===== src/rtl/prompt_sequencer.sv =====
// Round sequencer for the prompt sprite: gap, show, score a response or
// time out, with all sprite changes aligned to the start of a frame.
module prompt_sequencer #(
  parameter int GAP_FRAMES  = 30,
  parameter int RESP_FRAMES = 60,
  parameter int NUM_ROUNDS  = 10,
  parameter int FRAME_W     = 8,
  parameter int SCORE_W     = 4,
  parameter int ROUND_W     = 4
) (
  input  logic               clk,
  input  logic               rst,
  input  logic [9:0]         hCount,
  input  logic [9:0]         vCount,
  input  logic               start,
  input  logic               btn_valid,
  input  logic [1:0]         btn_code,
  output logic               sprite_en,
  output logic [1:0]         sprite_sel,
  output logic               busy,
  output logic               done,
  output logic               hit_pulse,
  output logic               miss_pulse,
  output logic [SCORE_W-1:0] score,
  output logic [ROUND_W-1:0] round
);

  typedef enum logic [1:0] {
    IDLE,
    GAP,
    SHOW,
    DONE
  } state_t;

  state_t               state;
  logic [FRAME_W-1:0]   fcnt;
  logic                 responded;
  logic [7:0]           lfsr;
  logic                 hv_prev;

  logic                 at_origin;
  logic                 frame_tick;
  logic                 resp;
  logic                 code_ok;
  logic                 gap_last;
  logic                 resp_last;
  logic [ROUND_W-1:0]   round_next;
  logic                 round_last;
  logic [7:0]           lfsr_next;

  // hCount may sit at 0 for several clks; only the first one ticks
  assign at_origin  = (hCount == 10'd0) && (vCount == 10'd0);
  assign frame_tick = at_origin && !hv_prev;

  assign resp       = btn_valid && !responded;
  assign code_ok    = btn_code == sprite_sel;
  assign gap_last   = fcnt == FRAME_W'(GAP_FRAMES - 1);
  assign resp_last  = fcnt == FRAME_W'(RESP_FRAMES - 1);
  assign round_next = round + 1'b1;
  assign round_last = round_next == ROUND_W'(NUM_ROUNDS);

  // Galois form of x^8+x^6+x^5+x^4+1
  assign lfsr_next  = {1'b0, lfsr[7:1]} ^ (lfsr[0] ? 8'hB8 : 8'h00);

  always_ff @(posedge clk or posedge rst) begin
    if (rst) begin
      state      <= IDLE;
      fcnt       <= '0;
      responded  <= 1'b0;
      lfsr       <= 8'hA5;
      hv_prev    <= 1'b0;
      sprite_en  <= 1'b0;
      sprite_sel <= 2'd0;
      busy       <= 1'b0;
      done       <= 1'b0;
      hit_pulse  <= 1'b0;
      miss_pulse <= 1'b0;
      score      <= '0;
      round      <= '0;
    end else begin
      lfsr       <= lfsr_next;
      hv_prev    <= at_origin;
      hit_pulse  <= 1'b0;
      miss_pulse <= 1'b0;
      unique case (state)
        IDLE, DONE: begin
          if (start) begin
            state <= GAP;
            busy  <= 1'b1;
            done  <= 1'b0;
            score <= '0;
            round <= '0;
            fcnt  <= '0;
          end
        end
        GAP: begin
          if (frame_tick) begin
            if (gap_last) begin
              state      <= SHOW;
              sprite_en  <= 1'b1;
              sprite_sel <= lfsr[1:0];
              fcnt       <= '0;
              responded  <= 1'b0;
            end else begin
              fcnt <= fcnt + 1'b1;
            end
          end
        end
        SHOW: begin
          if (resp) begin
            responded <= 1'b1;
            if (code_ok) begin
              hit_pulse <= 1'b1;
              if (score != '1) score <= score + 1'b1;
            end else begin
              miss_pulse <= 1'b1;
            end
          end
          // a response on the timeout tick replaces the timeout miss
          if (frame_tick) begin
            if (responded || resp_last) begin
              if (!responded && !resp) miss_pulse <= 1'b1;
              round     <= round_next;
              sprite_en <= 1'b0;
              fcnt      <= '0;
              if (round_last) begin
                state <= DONE;
                busy  <= 1'b0;
                done  <= 1'b1;
              end else begin
                state <= GAP;
              end
            end else begin
              fcnt <= fcnt + 1'b1;
            end
          end
        end
        default: state <= IDLE;
      endcase
    end
  end

endmodule


===== config.mk =====
export PLATFORM = sky130hd
export DESIGN_NAME = prompt_sequencer
export DESIGN_NICKNAME = d
export VERILOG_FILES = /design/src/rtl/prompt_sequencer.sv
export SDC_FILE = /design/constraint.sdc
export NUM_CORES = 1
export LEC_CHECK = 0
export BUFFER_PORTS_ARGS = -buffer_cell sky130_fd_sc_hd__buf_4
export CAP_MARGIN = 40
export CORE_MARGIN = 2
export CORE_UTILIZATION = 30
export CTS_BUF_LIST = sky130_fd_sc_hd__clkbuf_16
export CTS_CLUSTER_SIZE = 40
export DETAILED_ROUTE_END_ITERATION = 10
export HOLD_SLACK_MARGIN = 0.05
export PLACE_DENSITY_LB_ADDON = 0.08
export SYNTH_ARGS = -nofsm -noshare
export SYNTH_HDL_FRONTEND = slang
export SYNTH_SLANG_ARGS = --single-unit

===== constraint.sdc =====
create_clock -name clk -period 4.99 [get_ports clk]
set_input_delay 0.499 -clock clk [delete_from_list [all_inputs] [get_ports clk]]
set_output_delay 0.499 -clock clk [all_outputs]
set_load 0.03 [all_outputs]

---- After elaboration in Yosys (flattened, before gate mapping) ----
Index checks and enable logic that the tools add are counted.
storage, ports and cells
  bits of input ports ..................... 26
  bits in registers ....................... 35
  word-level logic and storage cells ...... 106
  output and inout port bits .............. 15
cells by class
  reduce and logical (&&, ||, !) cells .... 22
  mux-type cells .......................... 50
  bitwise logic cells ..................... 1
  eq/ne operators ......................... 17
  add/subtract/negate cells ............... 3
operators with widths
  cell                                            count
  2-to-1 mux 8 bit                                6
  2-to-1 mux 1 bit                                24
  2-to-1 mux 4 bit                                6
  one-hot mux 8 bit (3 select lines)              1
  zero test 10 bit                                2
  AND reduction 5 bit                             4
  != test 2 bit (second input constant)           9
  one-hot mux 4 bit (2 select lines)              2
  2-to-1 mux 2 bit                                6
  adder 4 x 1 -> 4 bit (second input constant)    2
  adder 8 x 1 -> 8 bit (second input constant)    1
  == test 8 x 5 -> 1 bit (second input constant)  1
  == test 8 x 6 -> 1 bit (second input constant)  1
  one-hot mux 1 bit (2 select lines)              4
  AND reduction 4 bit                             2
  XOR 7 x 8 -> 8 bit                              1
  one-hot mux 2 bit (3 select lines)              1
  AND reduction 3 bit                             2
  == test 2 bit (second input constant)           2
  == test 4 bit (second input constant)           1
  logical AND 1 bit                               4
  != test 4 bit (second input constant)           1
  nonzero test 2 bit                              2
  zero test 1 bit                                 3
  5 further kinds                                 5

---- Depth between registers and ports, before layout ----
  depth in word-level cells ............... 8
  gate-level depth with buffers ........... 8
  mapped depth without buffers ............ 7

---- Worst setup path before layout ----
Ideal clock, no wire load.
  path kind ............................... input to register
  start point ............................. input port hCount[9]
  end point ............................... register sprite_sel[0]
  cell stages on the path ................. 5
  library setup time ...................... 125 ps
  path slack .............................. 2682 ps
  data required time ...................... 4865 ps
  arrival ................................. 2183 ps
  buffers on the path ..................... 1
  cell sequence ........................... or4_4 or2_0 buf_2 or4_4 mux2_4
on the way
  word-level cells in the longest chain between the ends .. 4
RTL lines
  item                                  line  text
  start, declared                       13    input logic [9:0] hCount,
  zero test 10 bit                      52    assign at_origin = (hCount == 10'd0) && (vCount == 10'd0);
  logical AND 1 bit                     52
  logical AND 1 bit                     53    assign frame_tick = at_origin && !hv_prev;
  AND reduction 3 bit (no source line)  -
  end signal, assigned                  101   sprite_sel <= lfsr[1:0];
  end, declared                         19    output logic [1:0] sprite_sel,
No other way between the ends.
A chain may end at the register's enable or synchronous reset.

---- Worst setup path in the final report ----
  start point ............................. register state[0]
  end point ............................... register fcnt[2]
on the way
  word-level cells in the longest chain between the ends .. 4
  elaborated cells between the ends (all ways) .. 10
  classes of those cells .................. eq/ne: 6; mux: 1; reduce/logical: 3
RTL lines
  item                                                     line  text
  start, declared                                          35    state_t state;
  start signal, assigned                                   67    state <= IDLE;
  start signal, assigned                                   88    state <= GAP;
  start signal, assigned                                   99    state <= SHOW;
  == test 2 bit / zero test 2 bit (equally long branches)  85    unique case (state)
  OR reduction 2 bit                                       85
  != test 2 bit (no source line)                           -
  AND reduction 3 bit (no source line)                     -
  end signal, assigned                                     105   fcnt <= fcnt + 1'b1;
  end signal, assigned                                     134   fcnt <= fcnt + 1'b1;
  end, declared                                            36    logic [FRAME_W-1:0] fcnt;
Parallel ways exist; a longest one is shown, timed or not.

==> results.cfg <==
[run_status]
status = completed

[floorplanning]
fp.dieH_um = 83.1
coreArea_sq_um = 5990
fp.dieArea_sq_um = 6910
fp.dieW_um = 83.1
io_pins = 41
num_rows = 28
start_util_pct = 31.4

[routing]
drt-pass1-iter-count = 5
viasPerCell = 5.11
met2_length_um = 2060
drt_wl_total_um = 4370
drtIter0Drc = 63
vias = 1611
met3WireLength_um = 172
wl_met1_um = 2130
ant_nets = 0
top_layer = met4
drc = 0
wl_per_cell_um = 13.9

[synthesis]
seq_area_frac_synth_pct = 46.9
ys_types = 41
synth.area.top_cells = dfrtp_1 (41%), dfstp_2 (5.6%), ha_1 (5.3%)
yosys.area.top_type = dfrtp_1
postSynthAreaPerCell_sq_um = 9.64
muxShareOfSynthArea_pct = 4.86
synth_top_family_by_area = simple AND/OR/NAND/NOR gates
synth-edff-count = 0
synth_cells = 195
yosys.area_share.adder_pct = 5.33
yosys.area_share.simple_pct = 18.8
synth_nets = 229
synthFlopType = dfrtp_1
netlist_area_sq_um = 1880
synth-compound-area-share_pct = 17.6
yosys.area_share.xor_xnor_pct = 2.80
yosysWarnings = 0
async_flop_share_pct = 100
ys_ff_latch = 35
yosysTopAreaCellShare_pct = 41.3

[worst_hold_path]
worst_hold_path_type = input port to async pin

[setup_path]
critical_path.endpoint_type = flip-flop
path_delay_family = compound AO/OA/AOI/OAI gates
cp-start-kind = flip-flop
slowest_stage = a2111oi_2
worstSetupPathType = flip-flop to flip-flop
critical_path_arrival_ns = 2.74
worst-path-buf-inv = 1
max_stage_delay_ns = 0.71
critPathMaxFanout = 15
cp_cell_sequence = inv_1 > ha_1 > nand2b_1 > a21o_1 > a2111oi_2 > a21oi_1 > o21ai_0
worstPathRequired_ns = 5.18

[placement]
dp_hpwl_um = 3360
port_buffers = 40
gp_congestion = 0.726

[grt]
grt_max_degree = 23
grt_overflow = 0
grt_pass1_vias = 1609
grt_pass1_wl_um = 7800
grt_usage_pct = 13.7
antenna_found_initial = 0

[timing]
setup_viol = 0
rsz0062_at_grt = false
fin_crit_sh_pct = 51.2
hold_viol = 0
finClkSkew_ns = 0.00699
slew_violations = 0
fmax_mhz = 391
min_period_ns = 2.56
slew_headroom_pct = 45.1
setup_tns_ns = 0
worst_pin_slew_ns = 0.824

[layout]
finalNetCount = 273
drive_gt1_share_pct = 24.6
area.growth.synth_to_final_pct = 28.0
ff_latch_area_sq_um = 881
diodes = 0
final_util_pct = 40.2
nFillCells = 614
multi_input_area_sq_um = 930

[power_and_ir_drop]
power_density_nw_per_um2 = 251
p_leak_nw = 1.11
ir_drop_v = 0.000149

[clock_tree]
cts_max_path_buffers = 2
cts.sinks = 35
cts_tree = done
cts_hold_buf = 0
clk_transition_reported_paths_ns = 0.06
clk_latency_ns = 0.28
h-tree-depth = 2
cts_resized = 0
root_buffer = clkbuf_16
cts_made_buffers = 5
cts_setup_buffers = 0

[job]
maxCapViolCount = 0
power by group:
| group | internal [mW] | switching (mW) |
|---|---|---|
| Combinational | 0.0150 | 0.0121 |
| Sequential | 0.284 | 0.00000350 |
| Clock | 0.182 | 0.112 |
| Total | 0.481 | 0.124 |
cell type report:
class	count	area share, %
sequential	35	36.6
multi-input combinational	142	38.6
inverter	14	2.18
tap	75	3.90
clock inverter	3	0.676
timing repair buffer	41	12.8
clock buffer	5	5.20
sequential cells by signal (all words and copies together) (netlist names):
register and flops:
responded 1, sprite_sel 2, score 4, done 1
sprite_en 1, round 4, hit_pulse 1, miss_pulse 1
lfsr 8, hv_prev 1, busy 1, state 2
fcnt 8
cells in the mapped netlist (2+ instances only):
cell      count
a21o_1        3
a21oi_1      13
a22o_1        4
a31oi_1       4
and3_1        2
and4_1        2
clkbuf_1      3
dfrtp_1      31
dfstp_2       4
ha_1          8
inv_1        14
mux2_4        2
mux2i_1       5
nand2_1      15
nand2b_1      3
nand3_1      11
nand3b_1      2
nand4_1       4
nor2_1       14
nor3_1        5
nor4_1        4
o211ai_1      2
o21ai_0      16
o22ai_1       2
or4_4         2
xnor2_1       2
xor2_1        4
cells in the final DEF (no fill, tap or decap), drive strengths merged, types with 2 or more instances in the layout:
master / count
inv: 15
mux2i: 5
mux2: 3
nand3: 11
xnor2: 2
nand2: 15
a22o: 4
buf: 41
or4: 3
nor4: 4
dfstp: 4
nor2: 14
and3: 2
nand2b: 3
and4: 2
nor3: 5
clkbuf: 5
a21o: 3
o22ai: 2
xor2: 4
dfrtp: 31
o21ai: 16
a21oi: 13
ha: 8
a31oi: 4
o211ai: 2
nand4: 4
nand3b: 2
path summary, 6_finish.rpt:
kind / startpoint / endpoint / slack, ns / depth (start not counted)
min: rst / sprite_en / 0.29 / 2
max in group asynchronous: rst / lfsr[7] / 3.94 / 3
min in group clk: lfsr[3] / lfsr[2] / 0.36 / 0
max: state[0] / fcnt[2] / 2.43 / 7
min reg2reg: lfsr[3] / lfsr[2] / 0.36 / 0
max reg2reg: state[0] / fcnt[2] / 2.43 / 7
per-stage QoR:
stage | instances | power, mW | setup WS [ns] | instance area [sq um] | hold WS [ns]
floorplan | 195 | 0.298 | 2.68 | 1880 | 0.333
global route | 315 | 0.627 | 2.16 | 2410 | 0.350
detailed placement | 307 | 0.317 | 2.33 | 2260 | 0.342
CTS | 315 | 0.616 | 2.43 | 2410 | 0.314
global placement | 307 | 0.317 | 2.39 | 2260 | 0.336
finish | 315 | 0.605 | 2.43 | 2410 | 0.289
routing by layer:
layer / vias to the layer above / global-route usage, %
li1: 803 / -
met1: 763 / 18.6
met2: 43 / 22.4
met3: 2 / 3.28
met4: 0 / 2.24
met5: - / 0
logic make-up (layout without fill, tap and decap cells):
logic type / Yosys count / in the layout
buf+inv: 18 / 63
simple gates: 68 / 68
fa+ha+maj: 8 / 8
mux: 8 / 8
compound gates: 52 / 52
flops: 35 / 35
xor+xnor: 6 / 6
Power figures use the tool's default switching activity.
